### config.mk
export PLATFORM = sky130hd
export DESIGN_NAME = lcd_clock_gen
export DESIGN_NICKNAME = d
export VERILOG_FILES = /design/src/rtl/lcd_clock_gen.sv
export SDC_FILE = /design/constraint.sdc
export NUM_CORES = 1
export LEC_CHECK = 0
export ABC_CLOCK_PERIOD_IN_PS = 4000
export BUFFER_PORTS_ARGS = -buffer_cell sky130_fd_sc_hd__buf_2
export CAP_MARGIN = 20
export CORE_MARGIN = 3
export CORE_UTILIZATION = 43
export CTS_CLUSTER_DIAMETER = 30
export DETAILED_ROUTE_END_ITERATION = 8
export PLACE_DENSITY = 0.58
export REMOVE_ABC_BUFFERS = 1
export SLEW_MARGIN = 10
export SYNTH_ARGS = -nofsm -noshare
export SYNTH_HDL_FRONTEND = slang
export SYNTH_SLANG_ARGS = --single-unit
### constraint.sdc
create_clock -name clk -period 4 [get_ports clk]
set_clock_uncertainty 0.2 [all_clocks]
set_input_delay 0.8 -clock clk [delete_from_list [all_inputs] [get_ports clk]]
set_output_delay 0.8 -clock clk [all_outputs]
set_load 0.02 [all_outputs]
### src/rtl/lcd_clock_gen.sv
// Programmable divided-clock and edge-strobe generator for the HD44780 bus.
// Free-running or N-period burst operation; divisor changes land only on period boundaries.
module lcd_clock_gen #(
   parameter int unsigned CNT_WIDTH   = 16,
   parameter int unsigned DEFAULT_DIV = 6,
   parameter int unsigned BURST_WIDTH = 8
) (
   input  logic                   clk,
   input  logic                   rst,
   input  logic                   en,
   input  logic                   burst_mode,
   input  logic                   start,
   input  logic [BURST_WIDTH-1:0] burst_len,
   input  logic [CNT_WIDTH-1:0]   div_in,
   input  logic                   div_valid,
   output logic                   div_ready,
   output logic                   clkdvd,
   output logic                   rise_tick,
   output logic                   fall_tick,
   output logic                   busy,
   output logic                   done
);

   localparam logic [CNT_WIDTH-1:0] DIV_RST = CNT_WIDTH'(DEFAULT_DIV);
   localparam logic [CNT_WIDTH-1:0] DIV_MIN = CNT_WIDTH'(2);

   typedef enum logic [1:0] {IDLE, RUN, STOPPING, BURST} state_t;

   state_t                 state;
   logic [CNT_WIDTH-1:0]   cnt;
   logic [CNT_WIDTH-1:0]   div_act;
   logic [CNT_WIDTH-1:0]   div_pend;
   logic [BURST_WIDTH-1:0] remaining;

   logic [CNT_WIDTH-1:0]   lo_last;
   logic [CNT_WIDTH-1:0]   hi_last;
   logic [CNT_WIDTH-1:0]   div_clamped;
   logic                   boundary;

   // ceil(D/2)-1 written as (D-1)>>1 so D near 2^CNT_WIDTH cannot overflow
   assign lo_last     = (div_act - CNT_WIDTH'(1)) >> 1;
   assign hi_last     = div_act - CNT_WIDTH'(1);
   assign boundary    = (state != IDLE) && (cnt == hi_last);
   assign div_clamped = (div_in < DIV_MIN) ? DIV_MIN : div_in;
   assign busy        = (state != IDLE);

   always_ff @(posedge clk or negedge rst) begin
      if (!rst) begin
         state     <= IDLE;
         cnt       <= '0;
         div_act   <= DIV_RST;
         div_pend  <= DIV_RST;
         div_ready <= 1'b1;
         remaining <= '0;
         clkdvd    <= 1'b0;
         rise_tick <= 1'b0;
         fall_tick <= 1'b0;
         done      <= 1'b0;
      end else begin
         rise_tick <= 1'b0;
         fall_tick <= 1'b0;
         done      <= 1'b0;

         // pending divisor is applied only when no period is in progress
         if ((state == IDLE || boundary) && !div_ready) begin
            div_act   <= div_pend;
            div_ready <= 1'b1;
         end else if (div_valid && div_ready) begin
            div_pend  <= div_clamped;
            div_ready <= 1'b0;
         end

         if (state == IDLE) begin
            cnt    <= '0;
            clkdvd <= 1'b0;
            if (en && !burst_mode) begin
               state <= RUN;
            end else if (start && burst_mode && (burst_len != '0)) begin
               state     <= BURST;
               remaining <= burst_len;
            end
         end else begin
            if (boundary) begin
               cnt       <= '0;
               clkdvd    <= 1'b0;
               fall_tick <= 1'b1;
            end else begin
               cnt <= cnt + CNT_WIDTH'(1);
               if (cnt == lo_last) begin
                  clkdvd    <= 1'b1;
                  rise_tick <= 1'b1;
               end
            end

            case (state)
               RUN: begin
                  if (!en) state <= boundary ? IDLE : STOPPING;
               end
               STOPPING: begin
                  if (en)            state <= RUN;
                  else if (boundary) state <= IDLE;
               end
               BURST: begin
                  if (boundary) begin
                     remaining <= remaining - BURST_WIDTH'(1);
                     if (remaining == BURST_WIDTH'(1)) begin
                        state <= IDLE;
                        done  <= 1'b1;
                     end
                  end
               end
               default: state <= IDLE;
            endcase
         end
      end
   end

endmodule

Word level (Yosys, flattened, before mapping). Cells that the tools add are included. Widths: inputs -> output; s select.

Output and inout port bits: 6. Input bits: 30. Register bits after elaboration: 63. Word-level logic and storage cells: 79.

Bitwise operators: 1. Reductions and logical operators: 19. Order comparisons: 1. Equal/unequal tests: 13. Add/sub/neg operators: 3. Mux-type cells: 32.

Operator list (number): $mux 16 (3); $mux 8 (5); $mux 2 (9); $add 16x1->16 const B (1); $eq 16x15->1 (1); $eq 16x16->1 (1); $lt 16x2->1 const B (1); $sub 16x1->16 const B (1); $mux 1 (14); $ne 3x3->1 const B (3); $eq 8x1->1 const B (1); $reduce_bool 2->1 (4); $reduce_bool 8->1 (1); $sub 8x1->8 const B (1); $logic_and 1x1->1 (6); $pmux 2 s3 (1); $reduce_and 5->1 (1); $eq 2x2->1 const B (2); $ne 4x4->1 const B (1); $reduce_and 4->1 (1); $ne 3x1->1 const B (1); $reduce_bool 3->1 (1); $eq 2x1->1 const B (1); $logic_not 1->1 (2); other kinds (6) (6).

Logic depth before layout (Yosys ltp). Gate-level depths: netlist of the first run.

Depth after elaboration: 7. Mapped depth: 12. Depth with buffers taken out: 10.

Worst setup path after synthesis of the first run. No wires, ideal clock.

Path kind: register to register. From: register div_act[0]. To: register div_act[10]. Clock period less this slack: 3.402 ns. Data arrival time: 3.077 ns. Cell stages (with the launch flop): 13. Path slack: 0.598 ns. Setup time: 0.125 ns. Data required time: 3.675 ns. Path buffers: 2. Cells stage by stage: dfrtp_1 > inv_1 > ha_1 > or3b_1 > buf_2 > nor4_4 > nor3b_1 > a2111o_1 > nor4_4 > nand3_2 > a21oi_4 > buf_12 > mux2_4.

Longest elaborated chain between the ends: 5.

Ends and longest elaborated chain: start: declaration (line 31) `logic [CNT_WIDTH-1:0] div_act;`; start signal: assignment (line 66) `div_act <= div_pend;`; $sub 16x1->16 (line 42) `assign hi_last = div_act - CNT_WIDTH'(1);`; $eq 16x16->1 (line 43) `assign boundary = (state != IDLE) && (cnt == hi_last);`; $logic_and 1x1->1 (line 43); $logic_or 1x1->1 (line 65) `if ((state == IDLE || boundary) && !div_ready) begin`; $logic_and 1x1->1 (line 65).

Every way passes these cells. A chain may end at the register's enable or synchronous reset.

Worst setup path in the final report of the first run.
From: register div_act[0]. To: register div_act[3].

The elaborated chain is that of the path after synthesis.

==> results of run 1 <==
==> layout make-up <==
cell class	instances	area, um^2	area share, %
Inverter	15	56.30	1.222
Clock buffer	10	137.6	2.988
Clock inverter	6	116.4	2.526
Tap cell	126	157.7	3.422
Sequential cell	63	1583	34.36
Multi-Input combinational cell	303	2331	50.60
Timing Repair Buffer	40	225.2	4.889
==> critical path, cell delays in order, from the launching register on <==
cell     delay [ps]
dfrtp_1         470
nor4_4          400
nand3_1         320
or4_1           560
mux2i_2         220
nor4_4          440
nand3_2         200
a21oi_4         210
buf_12          180
mux2_2          340
==> cells in the mapped netlist (all sizes together) (2+ instances only) <==
cell type  count  area (um^2)
xnor2         34        305.3
or2            2        12.51
nor2          37        138.9
dfrtp         58         1451
mux2i          4        43.79
nor3b          6        45.04
a31o           3        26.28
a31oi          5        46.29
nand2b         3        18.77
nand3         18        100.1
o221ai         2        17.52
o211ai         2        15.01
and4           2        17.52
dfstp          5        131.4
nor4b          2        17.52
mux2          33        409.1
nor3           9        45.04
nand4          2        12.51
inv           15        56.30
o32a           2        20.02
o31a           3        26.28
or4            3        26.27
or3            2        17.52
xor2          18        157.7
ha             8        100.1
buf           11        86.32
o22ai          2        12.51
nand2         20        75.07
and3          11        70.07
or3b           2        17.52
nand3b         2        15.01
nor4          17        166.4
clkbuf        10        37.54
a21oi         19        106.4
o21ai          7        35.03
o211a          2        20.02
o2111ai        3        26.28
o21a           5        37.54
==> layer usage <==
layer	up-vias	wire length [um]	part of all wire [%]	global-route usage, %
li1	1503	-	-	-
met1	1475	4486	49	25.96
met2	63	4058	44	26.03
met3	9	457	5.0	4.353
met4	0	151	1.6	7.123
met5	-	0	0	0
==> logic make-up after synthesis <==
logic type / count (synthesis) / share of synthesized area (%)
simple gates: 142 / 20.23
compound gates: 63 / 11.34
flops: 63 / 38.66
xor+xnor: 53 / 11.86
mux: 37 / 11.06
buf+inv: 36 / 4.401
fa+ha+maj: 8 / 2.445
==> sequential cells by signal, indices dropped and copies added (netlist names) <==
name and cells:
rise_tick 1, state 2, div_ready 1, div_act 16, remaining 8, fall_tick 1, cnt 16, done 1
div_pend 16, clkdvd 1
==> where the power goes <==
part	internal [mW]	switching [mW]	total [mW]
logic	0.803	0.784	1.59
clock network	0.436	0.279	0.714
registers	0.890	0.345	1.23
total	2.13	1.41	3.54
==> worst min-delay path by stage <==
stage                     slack, ps          end  cells past startpoint          from
after floorplan                 240  div_pend[0]                      2   div_pend[0]
after global placement          290  div_act[13]                      1  div_pend[13]
after detailed placement        300  div_act[13]                      1  div_pend[13]
after CTS                       290       cnt[0]                      1           rst
after global routing            320       cnt[0]                      1           rst
final                           280       cnt[0]                      1           rst
==> qor.csv, run 1 <==
metric,value,unit
status,completed,
yosys_warnings,0,
r2r-end,div_act[3],
crit_path_end,div_act[3],
fin_ws,357.4,ps
synth_seq_cells,63,
io_buffers,35,
final_common_cell,dfrtp_1,
critPathLaunch,div_act[0],
syn2layout_area_growth,12.53,%
stdcell_count,563,
utilization,51.32,%
grt_start_max_net_pins,31,
fill_cells,832,
dpl_cell_area,4353,um^2
n_antenna_cell,0,
finalWirelength,9153,um
rsz0062_at_grt,no,
synth-seq-area-share,38.66,%
drtAntennaViolNets,0,
clk_pin_slew,80,ps
htree_levels,3,
clock_path_buffers,2,
yosys.cell_types.count,68,
cts_sinks,63,
cts_tree,yes,
total_power,3.536,mW
slew_viol_final,0,
hold_violations,0,
start_util,45.61,%
design_area,4607,um^2
holdBufCountCts,0,
fp-row-count,34,
overflow,0,
tightest_slew,681.0,ps
r2r_start,div_act[0],
ys.flop_type,dfrtp_1,
numCtsBuffers,9,
die-area,10730,um^2
gp_congestion,0.8920,
crit_path_end_kind,flip-flop,
r2r_cells,9,
core_area,8976,um^2
powerDensity,767.6,nW/um^2
root_buffer,clkbuf_8,
fin_tns_setup,0,ps
cts_resized,0,
pin_count,36,
dp_cells,547,
netlist_area,4094,um^2
worstPathRequired,4030,ps
avgViaCountPerCell,5.417,
period_share,91.06,%
leakage,1.931,nW
wire_per_inst,16.26,um
drive_gt1_share,25.86,%
hpwl,6986,um
drv_cap,0,
grt_pass1_wl,15430,um
netlist_instances,402,
critPathKind,reg -> reg,
layout_common_cells,"dfrtp_1 (58), nor2_1 (37), buf_2 (35)",
first_iter_violations,170,
post_cts_buffers,0,
fmax,274.5,MHz
hold_class,in -> async,
layout.nets,470,
num_vias,3050,
track_usage,18.00,%
clock_latency,350,ps
grt_pass1_vias,3048,
period_needed,3643,ps
die_h,103.6,um
synth.avg_cell_area,10.18,um^2
fin_hold_ws,278.4,ps
start_kind,flip-flop,
path_max_fanout,16,
async_reset_ff_share,100.0,%
drc,0,
antenna_found_initial,0,
first_pass_iters,4,
dp_slack,373.7,ps
rrSetupSlack,360,ps
arrival,3680,ps
setup_viol,0,
slew_headroom,54.49,%
peakVddDrop,334.0,uV
die_w,103.6,um
synth_edf_count,0,
No activity file was read; power rests on OpenSTA's default activity.
==> run 2: changes to the inputs <==
--- a/config.mk
+++ b/config.mk
@@ -12,5 +12,6 @@
 export CORE_UTILIZATION = 43
+export CTS_BUF_LIST = sky130_fd_sc_hd__clkbuf_16
 export CTS_CLUSTER_DIAMETER = 30
 export DETAILED_ROUTE_END_ITERATION = 8
-export PLACE_DENSITY = 0.58
+export PLACE_DENSITY_LB_ADDON = 0.1
 export REMOVE_ABC_BUFFERS = 1
==> constraint.sdc (replaced) <==
create_clock -name clk -period 4 [get_ports clk]
set_clock_uncertainty 0.2 [all_clocks]
set_input_delay 0.4 -clock clk [delete_from_list [all_inputs] [get_ports clk]]
set_output_delay 0.4 -clock clk [all_outputs]
set_load 0.02 [all_outputs]
==> run 2 against run 1 <==
Net effect: clock power increased by 18%; total power increased by 3.9%; routed wire length is 4.4% higher; fmax is 3.4% lower; sequential power is essentially flat; non-clock buffer count increased by 1; register-to-register slack got worse by 130 ps.
==> qor.csv, run 2 (same netlist as run 1, synthesis figures left out) <==
metric,value,unit
grt_pass1_vias,3025,
fmax,265.1,MHz
track_usage,18.45,%
setup_viol,0,
htree_levels,3,
io_buffers,35,
hold_violations,0,
drtAntennaViolNets,0,
layout.nets,471,
period_share,94.32,%
arrival,3790,ps
num_vias,3081,
die_h,103.6,um
clock_latency,330,ps
layout_common_cells,"dfrtp_1 (58), nor2_1 (37), buf_2 (35)",
post_cts_buffers,0,
hold_class,in -> reg,
slew_viol_final,0,
worstPathRequired,4010,ps
start_util,45.61,%
avgViaCountPerCell,5.463,
leakage,1.966,nW
antenna_found_initial,0,
tightest_slew,687.8,ps
n_antenna_cell,0,
crit_path_end_kind,flip-flop,
grt_start_max_net_pins,45,
path_max_fanout,16,
wire_per_inst,16.95,um
top_regs,"cnt (16), div_act (16), div_pend (16)",
holdBufCountCts,0,
rsz0062_at_grt,no,
first_pass_iters,5,
slew_headroom,54.04,%
final_common_cell,dfrtp_1,
numCtsBuffers,9,
clk_pin_slew,60,ps
peakVddDrop,312.3,uV
pin_count,36,
critPathKind,reg -> reg,
cts_sinks,63,
die-area,10730,um^2
powerDensity,784.2,nW/um^2
fin_tns_setup,0,ps
status,completed,
cts_resized,0,
first_iter_violations,244,
drive_gt1_share,25.57,%
core_area,8976,um^2
syn2layout_area_growth,14.39,%
total_power,3.673,mW
hpwl,7173,um
drv_cap,0,
fp-row-count,34,
clock_path_buffers,2,
grt_pass1_wl,15880,um
finalWirelength,9558,um
gp_congestion,0.8938,
dp_slack,251.1,ps
cts_tree,yes,
root_buffer,clkbuf_16,
fin_ws,227.3,ps
period_needed,3773,ps
die_w,103.6,um
start_kind,flip-flop,
fin_hold_ws,116.3,ps
drc,0,
overflow,0,
## run 2: path summary, 6_finish.rpt
path / from / end / slack, ps / cells after the start
max reg2reg: div_act[0] / div_act[0] / 230 / 11
min reg2reg: div_pend[14] / div_act[14] / 300 / 1
min: div_in[6] / div_pend[6] / 120 / 2
max in group asynchronous: rst / cnt[9] / 2530 / 4
min in group asynchronous: rst / cnt[2] / 270 / 2
max: div_act[0] / div_act[0] / 230 / 11
## run 2: where the power goes
group | internal (mW) | total [mW] | switching (mW)
registers | 0.891 | 1.24 | 0.350
logic | 0.793 | 1.59 | 0.793
clock network | 0.546 | 0.845 | 0.299
total | 2.23 | 3.67 | 1.44
## run 2: critical path, cell delays in order, from the launching register on
cell and delay (ps):
dfrtp_1 470, inv_1 90, ha_1 240, or3b_1 510
nor4_4 230, nor3b_1 90, a2111o_1 430, nor4_4 330
nand3_2 220, a21oi_4 180, buf_4 280, mux2_2 370
## run 2: area by class of cell
cell class	count	area [um^2]
clock inverter	7	95.09
inverter	15	56.30
tap	126	157.7
timing repair buffer	41	235.2
sequential	63	1583
multi-input combinational	303	2331
fill	821	4293
clock buffer	9	225.2
## run 2: per-layer routing
layer | part of all wire (%) | routed length [um] | vias to the layer above | GRT usage [%]
met5 | 0 | 0 | - | 0
met1 | 51 | 4864 | 1502 | 27.05
met3 | 4.1 | 392 | 4 | 3.172
met2 | 44 | 4239 | 65 | 27.34
li1 | - | - | 1510 | -
met4 | 0.64 | 61 | 0 | 6.838
## run 2: per-stage QoR
stage	util [%]	instances	cell area, um^2
2_1_floorplan	-	381	3970
3_3_place_gp	48.27	546	4333
3_5_place_dp	48.27	546	4333
4_1_cts	51.84	562	4653
5_1_grt	52.17	564	4683
6_report	52.17	564	4683
